===== src/rtl/multicycle_controller.sv =====
`default_nettype none
// ============================================================================
// Module      : multicycle_controller
// Description : Multi-cycle RV32I control FSM with an optional MUL handshake.
// Revision    : 1.0 - initial release
// ============================================================================
module multicycle_controller #(
    parameter int unsigned ALU_FUNC_W  = 3,
    parameter int unsigned ENABLE_MUL  = 1,
    parameter int unsigned MUL_TIMEOUT = 32
) (
    input  logic                  clk,
    input  logic                  rst,
    input  logic [6:0]            opc,
    input  logic [2:0]            f3,
    input  logic [6:0]            f7,
    input  logic                  zero,
    input  logic                  neg,
    input  logic                  mul_done,
    output logic                  PC_write,
    output logic                  adr_src,
    output logic                  IR_write,
    output logic                  mem_write,
    output logic                  reg_write,
    output logic [1:0]            ALU_src_A,
    output logic [1:0]            ALU_src_B,
    output logic [1:0]            result_src,
    output logic                  mul_sel,
    output logic [2:0]            imm_src,
    output logic [ALU_FUNC_W-1:0] ALU_func,
    output logic                  mul_start,
    output logic                  illegal
);

    localparam int unsigned CNT_W = $clog2(MUL_TIMEOUT + 1);

    localparam logic [6:0] c_OPC_R    = 7'b0110011;
    localparam logic [6:0] c_OPC_I    = 7'b0010011;
    localparam logic [6:0] c_OPC_LW   = 7'b0000011;
    localparam logic [6:0] c_OPC_SW   = 7'b0100011;
    localparam logic [6:0] c_OPC_BR   = 7'b1100011;
    localparam logic [6:0] c_OPC_JAL  = 7'b1101111;
    localparam logic [6:0] c_OPC_JALR = 7'b1100111;
    localparam logic [6:0] c_OPC_LUI  = 7'b0110111;
    localparam logic [6:0] c_F7_MUL   = 7'b0000001;

    localparam logic [ALU_FUNC_W-1:0] c_ADD  = ALU_FUNC_W'(0);
    localparam logic [ALU_FUNC_W-1:0] c_SUB  = ALU_FUNC_W'(1);
    localparam logic [ALU_FUNC_W-1:0] c_AND  = ALU_FUNC_W'(2);
    localparam logic [ALU_FUNC_W-1:0] c_OR   = ALU_FUNC_W'(3);
    localparam logic [ALU_FUNC_W-1:0] c_SLT  = ALU_FUNC_W'(4);
    localparam logic [ALU_FUNC_W-1:0] c_XOR  = ALU_FUNC_W'(5);
    localparam logic [ALU_FUNC_W-1:0] c_SLTU = ALU_FUNC_W'(6);

    localparam logic [CNT_W-1:0] c_CNT_LAST = CNT_W'(MUL_TIMEOUT - 1);

    typedef enum logic [4:0] {
        S_FETCH    = 5'd0,
        S_DECODE   = 5'd1,
        S_EXEC_R   = 5'd2,
        S_EXEC_I   = 5'd3,
        S_ALU_WB   = 5'd4,
        S_MEM_ADR  = 5'd5,
        S_MEM_RD   = 5'd6,
        S_MEM_WB   = 5'd7,
        S_MEM_WR   = 5'd8,
        S_BRANCH   = 5'd9,
        S_JAL      = 5'd10,
        S_JALR_A   = 5'd11,
        S_JALR_B   = 5'd12,
        S_LUI      = 5'd13,
        S_MUL_WAIT = 5'd14,
        S_MUL_WB   = 5'd15,
        S_TRAP     = 5'd16
    } state_t;

    state_t                  r_state;
    state_t                  w_next;
    logic [CNT_W-1:0]        r_mul_cnt;
    logic [ALU_FUNC_W-1:0]   w_alu_op;

    always_ff @(posedge clk) begin
        if (rst) begin
            r_state <= S_FETCH;
        end else begin
            r_state <= w_next;
        end
    end

    // Counts cycles spent in MUL_WAIT; zero marks the entry (start pulse) cycle.
    always_ff @(posedge clk) begin
        if (rst || (r_state != S_MUL_WAIT)) begin
            r_mul_cnt <= '0;
        end else begin
            r_mul_cnt <= r_mul_cnt + 1'b1;
        end
    end

    // Shift funct3 codes have no ALU encoding here and fall back to add.
    always_comb begin
        w_alu_op = c_ADD;
        case (f3)
            3'b000:  w_alu_op = ((r_state == S_EXEC_R) && f7[5]) ? c_SUB : c_ADD;
            3'b010:  w_alu_op = c_SLT;
            3'b011:  w_alu_op = c_SLTU;
            3'b100:  w_alu_op = c_XOR;
            3'b110:  w_alu_op = c_OR;
            3'b111:  w_alu_op = c_AND;
            default: w_alu_op = c_ADD;
        endcase
    end

    always_comb begin
        imm_src = 3'd0;
        case (opc)
            c_OPC_SW:  imm_src = 3'd1;
            c_OPC_BR:  imm_src = 3'd2;
            c_OPC_JAL: imm_src = 3'd3;
            c_OPC_LUI: imm_src = 3'd4;
            default:   imm_src = 3'd0;
        endcase
    end

    always_comb begin
        w_next     = r_state;
        PC_write   = 1'b0;
        adr_src    = 1'b0;
        IR_write   = 1'b0;
        mem_write  = 1'b0;
        reg_write  = 1'b0;
        ALU_src_A  = 2'b00;
        ALU_src_B  = 2'b00;
        result_src = 2'b00;
        mul_sel    = 1'b0;
        ALU_func   = c_ADD;
        mul_start  = 1'b0;
        illegal    = 1'b0;
        case (r_state)
            S_FETCH: begin
                IR_write   = 1'b1;
                ALU_src_B  = 2'b10;
                result_src = 2'b10;
                PC_write   = 1'b1;
                w_next     = S_DECODE;
            end
            S_DECODE: begin
                ALU_src_A = 2'b01;
                ALU_src_B = 2'b01;
                case (opc)
                    c_OPC_R: begin
                        if (f7 == c_F7_MUL) begin
                            w_next = ((ENABLE_MUL != 0) && (f3 == 3'b000)) ? S_MUL_WAIT : S_TRAP;
                        end else begin
                            w_next = S_EXEC_R;
                        end
                    end
                    c_OPC_I:    w_next = S_EXEC_I;
                    c_OPC_LW:   w_next = S_MEM_ADR;
                    c_OPC_SW:   w_next = S_MEM_ADR;
                    c_OPC_BR:   w_next = S_BRANCH;
                    c_OPC_JAL:  w_next = S_JAL;
                    c_OPC_JALR: w_next = S_JALR_A;
                    c_OPC_LUI:  w_next = S_LUI;
                    default:    w_next = S_TRAP;
                endcase
            end
            S_EXEC_R: begin
                ALU_src_A = 2'b10;
                ALU_func  = w_alu_op;
                w_next    = S_ALU_WB;
            end
            S_EXEC_I: begin
                ALU_src_A = 2'b10;
                ALU_src_B = 2'b01;
                ALU_func  = w_alu_op;
                w_next    = S_ALU_WB;
            end
            S_ALU_WB: begin
                reg_write = 1'b1;
                w_next    = S_FETCH;
            end
            S_MEM_ADR: begin
                ALU_src_A = 2'b10;
                ALU_src_B = 2'b01;
                w_next    = (opc == c_OPC_LW) ? S_MEM_RD : S_MEM_WR;
            end
            S_MEM_RD: begin
                adr_src = 1'b1;
                w_next  = S_MEM_WB;
            end
            S_MEM_WB: begin
                result_src = 2'b01;
                reg_write  = 1'b1;
                w_next     = S_FETCH;
            end
            S_MEM_WR: begin
                adr_src   = 1'b1;
                mem_write = 1'b1;
                w_next    = S_FETCH;
            end
            S_BRANCH: begin
                ALU_src_A = 2'b10;
                ALU_func  = c_SUB;
                w_next    = S_FETCH;
                case (f3)
                    3'b000:  PC_write = zero;
                    3'b001:  PC_write = ~zero;
                    3'b100:  PC_write = neg;
                    3'b101:  PC_write = ~neg;
                    default: w_next   = S_TRAP;
                endcase
            end
            S_JAL, S_JALR_B: begin
                PC_write  = 1'b1;
                ALU_src_A = 2'b01;
                ALU_src_B = 2'b10;
                w_next    = S_ALU_WB;
            end
            S_JALR_A: begin
                ALU_src_A = 2'b10;
                ALU_src_B = 2'b01;
                w_next    = S_JALR_B;
            end
            S_LUI: begin
                result_src = 2'b11;
                reg_write  = 1'b1;
                w_next     = S_FETCH;
            end
            S_MUL_WAIT: begin
                mul_start = (r_mul_cnt == '0);
                if (mul_done) begin
                    w_next = S_MUL_WB;
                end else if (r_mul_cnt == c_CNT_LAST) begin
                    w_next = S_TRAP;
                end
            end
            S_MUL_WB: begin
                mul_sel   = 1'b1;
                reg_write = 1'b1;
                w_next    = S_FETCH;
            end
            S_TRAP: begin
                illegal = 1'b1;
            end
            default: w_next = S_FETCH;
        endcase
        // Reset aborts the current instruction: suppress every side effect.
        if (rst) begin
            PC_write  = 1'b0;
            IR_write  = 1'b0;
            mem_write = 1'b0;
            reg_write = 1'b0;
            mul_start = 1'b0;
            illegal   = 1'b0;
        end
    end

endmodule
`default_nettype wire


===== config.mk =====
export PLATFORM = sky130hd
export DESIGN_NAME = multicycle_controller
export DESIGN_NICKNAME = d
export VERILOG_FILES = /design/src/rtl/multicycle_controller.sv
export SDC_FILE = /design/constraint.sdc
export NUM_CORES = 1
export LEC_CHECK = 0
export CAP_MARGIN = 10
export CELL_PAD_IN_SITES_DETAIL_PLACEMENT = 0
export CELL_PAD_IN_SITES_GLOBAL_PLACEMENT = 1
export CORE_MARGIN = 10
export CORE_UTILIZATION = 30
export CTS_CLUSTER_DIAMETER = 40
export DETAILED_ROUTE_END_ITERATION = 7
export PLACE_DENSITY = 0.79
export SETUP_SLACK_MARGIN = 0.4
export SYNTH_ARGS = -nofsm -noshare
export SYNTH_HDL_FRONTEND = slang
export SYNTH_SLANG_ARGS = --single-unit

===== constraint.sdc =====
create_clock -name clk -period 2.5 [get_ports clk]
set_input_delay 0.375 -clock clk [delete_from_list [all_inputs] [get_ports clk]]
set_output_delay 0.375 -clock clk [all_outputs]
set_load 0.03 [all_outputs]

==> results.cfg <==
[status]
status = complete, no violations

[synthesis]
synthCells = 168
synth.avg_cell_area_sq_um = 6.75
synth_ff_type = dfxtp_1
syn_nets = 192
yosysWarnings = 0
syn_area_sq_um = 1130
synthTopCellsByArea = dfxtp_1 19%, nor2_1 7.0%, nor3_1 6.6%
synth_area_leader_cell = dfxtp_1
ys_seq_area_share_pct = 19.4
yosysTopAreaCellShare_pct = 19.4
ys_ff_latch = 11
ys_types = 41
ys_async_sr_fraction_pct = 0
synth_edf_count = 0

[power]
p_comb_share_pct = 35.3
power.leakage_nw = 0.680
seqPwrFrac_pct = 33.9
peakVddDrop_uv = 199
p_per_area_nw_per_um2 = 335
switching_power_mw = 0.192
p_sw_share_pct = 33.9
p_total_mw = 0.567
p_int_mw = 0.374
clockPowerShare_pct = 30.9

[cells_and_area]
drive_above_1_share_pct = 19.6
diodes = 0
area_growth_pct = 49.2
fin_nets = 239

[placed_design]
port_buffers = 41
gp_congestion = 0.866
dpl.hpwl_mm = 3.02

[floorplan]
rows = 22
ios = 42
die_area_sq_um = 6640
initial_core_util_pct = 31.0
fp.dieW_microns = 81.5
core_area_sq_um = 3660
die_h_microns = 81.5

[timing]
rsz0062_at_grt = yes
slew_headroom_pct = 70.4
finalMaxSlewViolations = 0
skew_ns = 0.00104
setup_tns_ns = 0
period_needed_ns = 2.01
worst_pin_slew_ns = 0.441
fin_crit_sh_pct = 80.3
setup_violations = 0
clock.fmax_mhz = 498
hold_viol = 0

[clock_network]
clk_latency_ns = 0.24
clock_path_buffers = 2
root_buffer = clkbuf_8
clock-sinks = 11
ctsHoldBuffers = 0
htreeDepth = 1
clk_pin_slew_ns = 0.05
cts_tree = done
cts-buffers-inserted = 3

[grt]
grt_max_degree = 14
overflow = 0
grt_pass1_wl_mm = 5.97
antenna_found_initial = 0
grt_pass1_vias = 1320
grt_use_total_pct = 10.9

[worst_setup_path]
worstPathArrival_ns = 1.63
path_max_fanout = 6
path_class = input pin to primary output
critPathLaunchType = input pin
required_ns = 2.12
crit_path_end_kind = primary output

[route]
vias = 1369
route.detailed.drc = 0
postRouteAntennaNets = 0
initialDrtViolationCount = 88
firstDrtPassIters = 4
wl_mm = 3.64
wl_per_cell_microns = 13.9
vias_per_cell = 5.23

[min_path]
hold_path_class = flip-flop to flip-flop

[run]
cap_violations = 0
## cell families (layout without fill, tap and decap cells)
kind of cell,after synthesis,in the layout,share of synthesized area (%)
AOI/OAI and AO/OA,35,35,20.4
xor gates and xnor gates,8,8,6.18
adders and majority gates,2,2,2.21
buffers and inverters,20,66,7.28
DFF,11,11,19.4
muxes,2,2,1.77
and+or+nand+nor,90,90,42.7
## synthesized netlist by cell type, drive strengths merged, types with 2 or more instances
library cell,number
dfxtp,11
a31oi,4
a32oi,2
xor2,3
nand2,11
nor2,21
inv,10
nand3,10
o211ai,2
nand2b,6
nor2b,3
mux2i,2
ha,2
nor3b,4
xnor2,5
a21oi,12
and3,3
buf,5
nor3,16
nor4,9
o21ai,10
clkbuf,5
## routing by layer
| metal | routed length, microns | vias to the layer above | global-route usage, % |
|---|---|---|---|
| li1 | - | 695 | - |
| met1 | 1530 | 637 | 12.3 |
| met2 | 1810 | 31 | 19.1 |
| met3 | 252 | 6 | 2.73 |
| met4 | 53 | 0 | 4.33 |
| met5 | 0 | - | 0 |
## area by class of cell
class	instances	area, sq um
Tap cell	48	60.1
Multi-Input combinational cell	137	863
Inverter	10	37.5
Timing Repair Buffer	52	455
Fill cell	399	1970
Sequential cell	11	230
Clock buffer	4	45.0
## layout by cell type (no fill, tap or decap), types with 3 or more instances in the layout
cell type	Yosys	routed
nor2_1	21	21
buf_4	1	19
dlygate4sd2_1	0	16
nor3_1	15	13
a21oi_1	12	12
clkdlybuf4s50_1	0	12
inv_1	10	10
nand3_1	9	9
nand2_1	10	9
o21ai_0	8	8
nor4_1	9	7
dfxtp_1	11	7
nand2b_1	6	6
xnor2_1	5	5
nor3b_1	4	4
xor2_1	3	3
nor3_2	1	3
and3_1	3	3
a31oi_1	3	3
clkbuf_8	0	3
## path summary, 6_finish.rpt
check	from	depth (start not counted)	end	slack, ns
min reg2reg	r_mul_cnt[0]	1	r_mul_cnt[0]	0.46
max	f3[1]	8	ALU_func[0]	0.49
min	r_mul_cnt[0]	1	r_mul_cnt[0]	0.46
max reg2reg	r_mul_cnt[0]	5	r_state[2]	0.83
## through the flow
step	worst slack (ns)	util [%]	cells	area, sq um	hold slack (ns)
finish	0.491	46.2	262	1690	0.461
global route	0.331	46.2	262	1690	0.519
CTS	0.408	45.4	260	1660	0.461
detailed placement	0.186	44.5	256	1630	0.448
global placement	0.212	44.5	256	1630	0.443
floorplan	0.450	-	168	1140	0.430
## critical path, stage by stage
cell and delay (ns):
clkdlybuf4s50_1 0.41, buf_4 0.16, inv_1 0.05, a31oi_1 0.08, nor3_2 0.11, a21oi_1 0.05
nor3_1 0.19, buf_4 0.19
## power by group through the flow
stage / logic, mW / registers, mW / clock network [mW]
after floorplan: 0.116 / 0.190 / 0
after global placement: 0.210 / 0.196 / 0
after detailed placement: 0.213 / 0.196 / 0
after CTS: 0.201 / 0.193 / 0.181
after global routing: 0.217 / 0.193 / 0.193
final: 0.200 / 0.192 / 0.175
## sequential cells by signal (all words and copies together) (netlist names)
register / count
r_state: 5
r_mul_cnt: 6
## what timing repair did
action	CTS	global route
pin swaps	1	1
resized for setup	25	12
setup endpoints to repair	16	6
hold endpoints to repair	0	0
buffers inserted	0	2
Note: power is estimated with default switching activity, not from simulation.
